--- config.mk ---
export PLATFORM = sky130hd
export DESIGN_NAME = data_sram_ctrl
export DESIGN_NICKNAME = d
export VERILOG_FILES = /design/src/rtl/data_sram_ctrl_pkg.sv /design/src/rtl/data_sram_ctrl_addr_map.sv /design/src/rtl/data_sram_ctrl.sv
export SDC_FILE = /design/constraint.sdc
export NUM_CORES = 1
export LEC_CHECK = 0
export BUFFER_PORTS_ARGS = -buffer_cell sky130_fd_sc_hd__buf_2
export CORE_ASPECT_RATIO = 1.75
export CORE_MARGIN = 4
export CORE_UTILIZATION = 25
export CTS_CLUSTER_DIAMETER = 100
export DETAILED_ROUTE_END_ITERATION = 16
export PLACE_DENSITY = 0.52
export SLEW_MARGIN = 10
export SYNTH_ARGS = -nofsm -noshare
export SYNTH_HDL_FRONTEND = slang
export SYNTH_SLANG_ARGS = --single-unit
--- constraint.sdc ---
create_clock -name clk -period 2.1 [get_ports clk]
set_input_delay 0.105 -clock clk [delete_from_list [all_inputs] [get_ports clk]]
set_output_delay 0.105 -clock clk [all_outputs]
set_load 0.01 [all_outputs]
--- src/rtl/data_sram_ctrl_pkg.sv ---
// Shared definitions for the M-stage data SRAM controller:
// FSM state encodings, transfer size codes and the store-strobe decoder.
package data_sram_ctrl_pkg;

  typedef enum logic [1:0] {
    ST_IDLE = 2'd0,
    ST_ADDR = 2'd1,
    ST_DATA = 2'd2,
    ST_HOLD = 2'd3
  } state_e;

  localparam logic [1:0] SIZE_BYTE = 2'd0;
  localparam logic [1:0] SIZE_HALF = 2'd1;
  localparam logic [1:0] SIZE_WORD = 2'd2;

  // Returns {legal, size}; only naturally aligned byte/half/word strobes are legal.
  function automatic logic [2:0] strobe_decode(input logic [3:0] wen);
    logic [2:0] res;
    case (wen)
      4'b0001, 4'b0010, 4'b0100, 4'b1000: res = {1'b1, SIZE_BYTE};
      4'b0011, 4'b1100:                   res = {1'b1, SIZE_HALF};
      4'b1111:                            res = {1'b1, SIZE_WORD};
      default:                            res = {1'b0, SIZE_BYTE};
    endcase
    return res;
  endfunction

endpackage

--- src/rtl/data_sram_ctrl_addr_map.sv ---
// Virtual-to-physical address translation for kseg0/kseg1 accesses.
// Only instantiated when ADDR_MAP_EN is defined.
module data_sram_ctrl_addr_map (
  input  logic [31:0] vaddr,
  output logic [31:0] paddr
);

  // kseg0/kseg1 (top bits 2'b10) fold onto the low 512 MB of physical space.
  assign paddr = (vaddr[31:30] == 2'b10) ? {3'b000, vaddr[28:0]} : vaddr;

endmodule

--- src/rtl/data_sram_ctrl.sv ---
// M-stage load/store front end for an sram-like data bus.
// One transaction at a time: issue, wait for addr_ok, wait for data_ok,
// then hold the result until the pipeline is free to move on.
// Optional feature macro: ADDR_MAP_EN (kseg0/kseg1 address folding).
//
// state | meaning
// IDLE  | no transaction; a valid, unflushed mem_en issues a request
// ADDR  | request presented, waiting for data_addr_ok (fields frozen)
// DATA  | address accepted, waiting for data_data_ok
// HOLD  | result captured in mem_rdata, waiting for the pipeline to advance
import data_sram_ctrl_pkg::*;

module data_sram_ctrl (
  input  logic        clk,
  input  logic        resetn,
  input  logic        mem_en,
  input  logic [3:0]  mem_wen,
  input  logic [1:0]  mem_load_size,
  input  logic [31:0] mem_addr,
  input  logic [31:0] mem_wdata,
  input  logic        flush,
  input  logic        longest_stall,
  output logic        data_req,
  output logic        data_wr,
  output logic [1:0]  data_size,
  output logic [31:0] data_addr,
  output logic [31:0] data_wdata,
  input  logic        data_addr_ok,
  input  logic        data_data_ok,
  input  logic [31:0] data_rdata,
  output logic [31:0] mem_rdata,
  output logic        mem_stall
);

  state_e      state_q, state_d;
  logic [31:0] rdata_q, rdata_d;
  logic        lat_wr_q, lat_wr_d;
  logic [1:0]  lat_size_q, lat_size_d;
  logic [31:0] lat_addr_q, lat_addr_d;
  logic [31:0] lat_wdata_q, lat_wdata_d;

  logic [31:0] req_addr;
  logic [2:0]  strobe_dec;
  logic        req_wr;
  logic [1:0]  req_size;
  logic        req_legal;
  logic        issue;
  logic        in_addr;

`ifdef ADDR_MAP_EN
  data_sram_ctrl_addr_map u_addr_map (
    .vaddr (mem_addr),
    .paddr (req_addr)
  );
`else
  assign req_addr = mem_addr;
`endif

  // Request fields as seen from the M stage this cycle.
  always_comb begin
    strobe_dec = strobe_decode(mem_wen);
    req_wr     = |mem_wen;
    req_size   = req_wr ? strobe_dec[1:0] : mem_load_size;
    req_legal  = !req_wr || strobe_dec[2];
  end

  // Issue qualification and bus outputs; ADDR replays the frozen copy so the
  // bus sees stable fields even if the M-stage inputs move (e.g. a late flush).
  always_comb begin
    in_addr    = (state_q == ST_ADDR);
    issue      = resetn && (state_q == ST_IDLE) && mem_en && !flush && req_legal;
    data_req   = issue || (resetn && in_addr);
    data_wr    = in_addr ? lat_wr_q    : req_wr;
    data_size  = in_addr ? lat_size_q  : req_size;
    data_addr  = in_addr ? lat_addr_q  : req_addr;
    data_wdata = in_addr ? lat_wdata_q : mem_wdata;
    mem_stall  = resetn && (((state_q == ST_IDLE) && mem_en && !flush) ||
                            in_addr || (state_q == ST_DATA));
    mem_rdata  = rdata_q;
  end

  // Next-state, result capture and request-field freeze.
  always_comb begin
    state_d     = state_q;
    rdata_d     = rdata_q;
    lat_wr_d    = lat_wr_q;
    lat_size_d  = lat_size_q;
    lat_addr_d  = lat_addr_q;
    lat_wdata_d = lat_wdata_q;
    case (state_q)
      ST_IDLE: begin
        if (issue) begin
          state_d     = data_addr_ok ? ST_DATA : ST_ADDR;
          lat_wr_d    = req_wr;
          lat_size_d  = req_size;
          lat_addr_d  = req_addr;
          lat_wdata_d = mem_wdata;
        end
      end
      ST_ADDR: begin
        if (data_addr_ok) state_d = ST_DATA;
      end
      ST_DATA: begin
        if (data_data_ok) begin
          rdata_d = data_rdata;
          state_d = ST_HOLD;
        end
      end
      ST_HOLD: begin
        if (!longest_stall || flush) state_d = ST_IDLE;
      end
      default: state_d = ST_IDLE;
    endcase
  end

  // Controller registers; reset abandons any in-flight transaction.
  always_ff @(posedge clk or negedge resetn) begin
    if (!resetn) begin
      state_q     <= ST_IDLE;
      rdata_q     <= '0;
      lat_wr_q    <= 1'b0;
      lat_size_q  <= SIZE_BYTE;
      lat_addr_q  <= '0;
      lat_wdata_q <= '0;
    end else begin
      state_q     <= state_d;
      rdata_q     <= rdata_d;
      lat_wr_q    <= lat_wr_d;
      lat_size_q  <= lat_size_d;
      lat_addr_q  <= lat_addr_d;
      lat_wdata_q <= lat_wdata_d;
    end
  end

endmodule

==> metrics.md <==
| Metric | Value |
|---|---|
| Die ar. | `21500 sq um` |
| Core Region | `18700 sq um` |
| Max cap viols | `0` |
| Slowest cell on the critical path | `dfrtp_1` |
| First-pass GRT wire length | `20.2 mm` |
| Met2 WL post-DR | `7.03 mm` |
| Metal3 WL | `775 um` |
| Critical path class | `reg2out` |
| GRT overflow | `0` |
| Mapped Cells | `322` |
| Nets | `725` |
| CTS max path bufs | `2` |
| IR drop worst, VDD | `0.000496 V` |
| Lkg Pwr | `3.52 nW` |
| Most common cell after layout, fill and taps aside | `buf_2` |
| Worst slew pin tran | `749 ps` |
| CP bufs+invs | `3` |
| Post-route ant nets | `0` |
| Vias per cell | `4.32` |
| RSZ-0062 raised after global routing | `false` |
| Final Cycle Share | `95.1%` |
| Hold Startpoint | `mem_addr[21]` |
| Diode count | `0` |
| Vias in the first global route | `4230` |
| IO buf count | `209` |
| Reg2reg start | `state_q[1]$_DFFE_PN0P_` |
| Via count | `3690` |
| Maximum clock rate | `501 MHz` |
| Die Width | `112 um` |
| Worst hold path type | `in2reg` |
| Register-to-register setup slack | `130 ps` |
| # setup viols final | `0` |
| H-tree levels | `3` |
| Hold EP | `lat_addr_q[21]$_DFFE_PN0P_` |
| DR top layer | `met4` |
| Seq cells post-synth | `101` |
| Post-DP HPWL | `9.17 mm` |
| Netlist cell types | `28` |
| Worst EP arrival | `1890 ps` |
| Initial DRC count | `64` |
| Synth Warn # | `0` |
| Register area share after synthesis | `53.0%` |
| Clk sink count | `101` |
| DRT Pass-1 Iters | `4` |
| Endpoints failing hold | `0` |
| CP Launch Point | `state_q[1]$_DFFE_PN0P_` |
| CP max stage delay | `420 ps` |
| Crit. End Element | `output port` |
| Clock tree root driver cell | `clkbuf_16` |
| R2R cell count | `7` |
| Slew Limit Fails | `0` |
| Status | `complete, no violations` |
| Hold path depth | `2` |
| Most frequent cells in the layout | `buf_2, mux2_2, dfrtp_1, dlygate4sd3_1, clkbuf_16` |
| Initial core utilization | `25.6%` |
| DR DRC count | `0` |
| CP cell instances | `inv_2, ha_2, buf_6, mux2_2, buf_2` |
| Height of the die | `191 um` |
| Req. time, crit path | `2000 ps` |
| R2R Path End | `lat_addr_q[14]$_DFFE_PN0P_` |
| M1 wire length | `4.54 mm` |
| CP top delay family | `buffers and inverters` |
| Relative slew slack | `50.1%` |
| Finished Core Util | `38.8%` |
| Initial antenna violation count | `0` |
| Mean Syn Cell Area | `14.8 sq um` |
| CTS tree | `done` |
| Area delta synth->final | `51.8%` |
| WL final | `12.5 mm` |
| Startpoint types | `register` |
| Syn nets | `436` |
| Skew-Pair Late Insertion Delay | `340 ps` |
| GPL Wtd Cong | `0.716` |
| Setup TNS | `0 ps` |
| WL/cell | `14.7 um` |
| Number of buffers created by CTS | `9` |
| Fin crit period | `2000 ps` |
| Pwr Total | `8.57 mW` |
| Layout cell share with drive strength beyond 1 | `65.1%` |
| P per Cell Area | `1180 nW/um^2` |
| Worst-case clock skew | `4.41 ps` |
| Tot GR Track Use | `11.7%` |
| Maximum number of pins on one net before global-route repair | `60` |
| Row cnt | `66` |
| Synthesized area | `4770 sq um` |
| Clock-pin slew on the worst setup and hold paths | `60 ps` |
| Crit Path Max Fanout | `25` |
| IO Count | `210` |
==> per-stage QoR <==
step | std cells | setup slack [ps] | instance area (sq um) | hold WS [ps]
2_1_floorplan | 322 | 362 | 4770 | -191
5_1_grt | 854 | 6.06 | 7240 | 7.17
4_1_cts | 850 | 0.548 | 7190 | 0.848
3_5_place_dp | 759 | 175 | 6120 | -4.73
3_3_place_gp | 759 | 234 | 6120 | -7.01
6_report | 854 | 104 | 7240 | 18.4
==> registers in the layout, indices dropped and copies added, names as in the netlist <==
name         flops
state_q          2
lat_wr_q         1
lat_size_q       2
mem_rdata       32
lat_wdata_q     32
lat_addr_q      32
==> layout make-up <==
type                    count  area, sq um
fillers                  1848        11400
flip-flops and latches    101         2530
multi-input cells         198         2120
repair buffers            295         1980
well taps                 238          298
clock buffers              10          229
clock inverters             6         62.6
inverters                   6         22.5
==> Yosys cell counts <==
library cell | number | share of area, %
nor4b_1 | 1 | 0.18
a31oi_1 | 1 | 0.13
buf_2 | 6 | 0.63
nand2_1 | 3 | 0.24
mux2i_1 | 4 | 0.84
dfrtp_1 | 101 | 53
mux2_1 | 6 | 1.4
mux2_2 | 157 | 37
inv_1 | 6 | 0.47
clkbuf_1 | 1 | 0.079
a22oi_1 | 1 | 0.16
o31ai_4 | 1 | 0.45
nor3_1 | 1 | 0.10
or2_2 | 1 | 0.13
buf_6 | 2 | 0.47
nand3b_1 | 3 | 0.47
nor2_1 | 3 | 0.24
o32ai_1 | 1 | 0.18
a211o_1 | 1 | 0.18
a21oi_1 | 3 | 0.31
and4_4 | 1 | 0.24
o21ai_0 | 2 | 0.21
buf_4 | 5 | 0.79
ha_1 | 5 | 1.3
buf_1 | 3 | 0.24
o221ai_1 | 1 | 0.18
and4b_1 | 1 | 0.21
and2_1 | 1 | 0.13
==> cell families (layout without fill, tap and decap cells) <==
kind of cell | count (synthesis) | count (layout) | synth area share, %
adder cells (fa/ha/maj) | 5 | 5 | 1.31
flip-flops | 101 | 101 | 53.0
AO/OA/AOI/OAI | 11 | 11 | 1.81
multiplexers | 167 | 167 | 39.3
AND/OR/NAND/NOR | 15 | 15 | 1.94
buffers and inverters | 23 | 317 | 2.67
==> worst max-delay path by stage <==
stage	end	slack, ps	cells after the start
6_report	data_wdata[18]	100	5
5_1_grt	data_req	6	7
4_1_cts	data_req	0.5	7
3_5_place_dp	lat_addr_q[1]$_DFFE_PN0P_	180	6
3_3_place_gp	lat_wdata_q[23]$_DFFE_PN0P_	230	6
2_1_floorplan	lat_addr_q[13]$_DFFE_PN0P_	360	7
==> routing by layer <==
metal  up-vias  GRT usage [%]
li1       1741              -
met1      1807           11.7
met2       131           22.7
met3        11           3.11
met4         0           4.35
met5         -              0
==> where the power goes <==
| group | internal, mW | total, mW | leakage, nW | switching [mW] |
|---|---|---|---|---|
| combinational | 2.07 | 3.67 | 2.12 | 1.60 |
| clock | 0.924 | 1.63 | 0.147 | 0.705 |
| sequential | 2.85 | 3.27 | 1.25 | 0.425 |
==> repair_timing <==
action / 4_1_cts / 5_1_grt
pin swaps: 1 / 0
hold endpoints to repair: 87 / 0
setup endpoints to repair: 26 / 27
setup buffers: 0 / 3
hold buffers: 74 / 0
gates cloned: 1 / 1
resized for setup: 2 / 4
No activity file was read; power rests on OpenSTA's default activity.
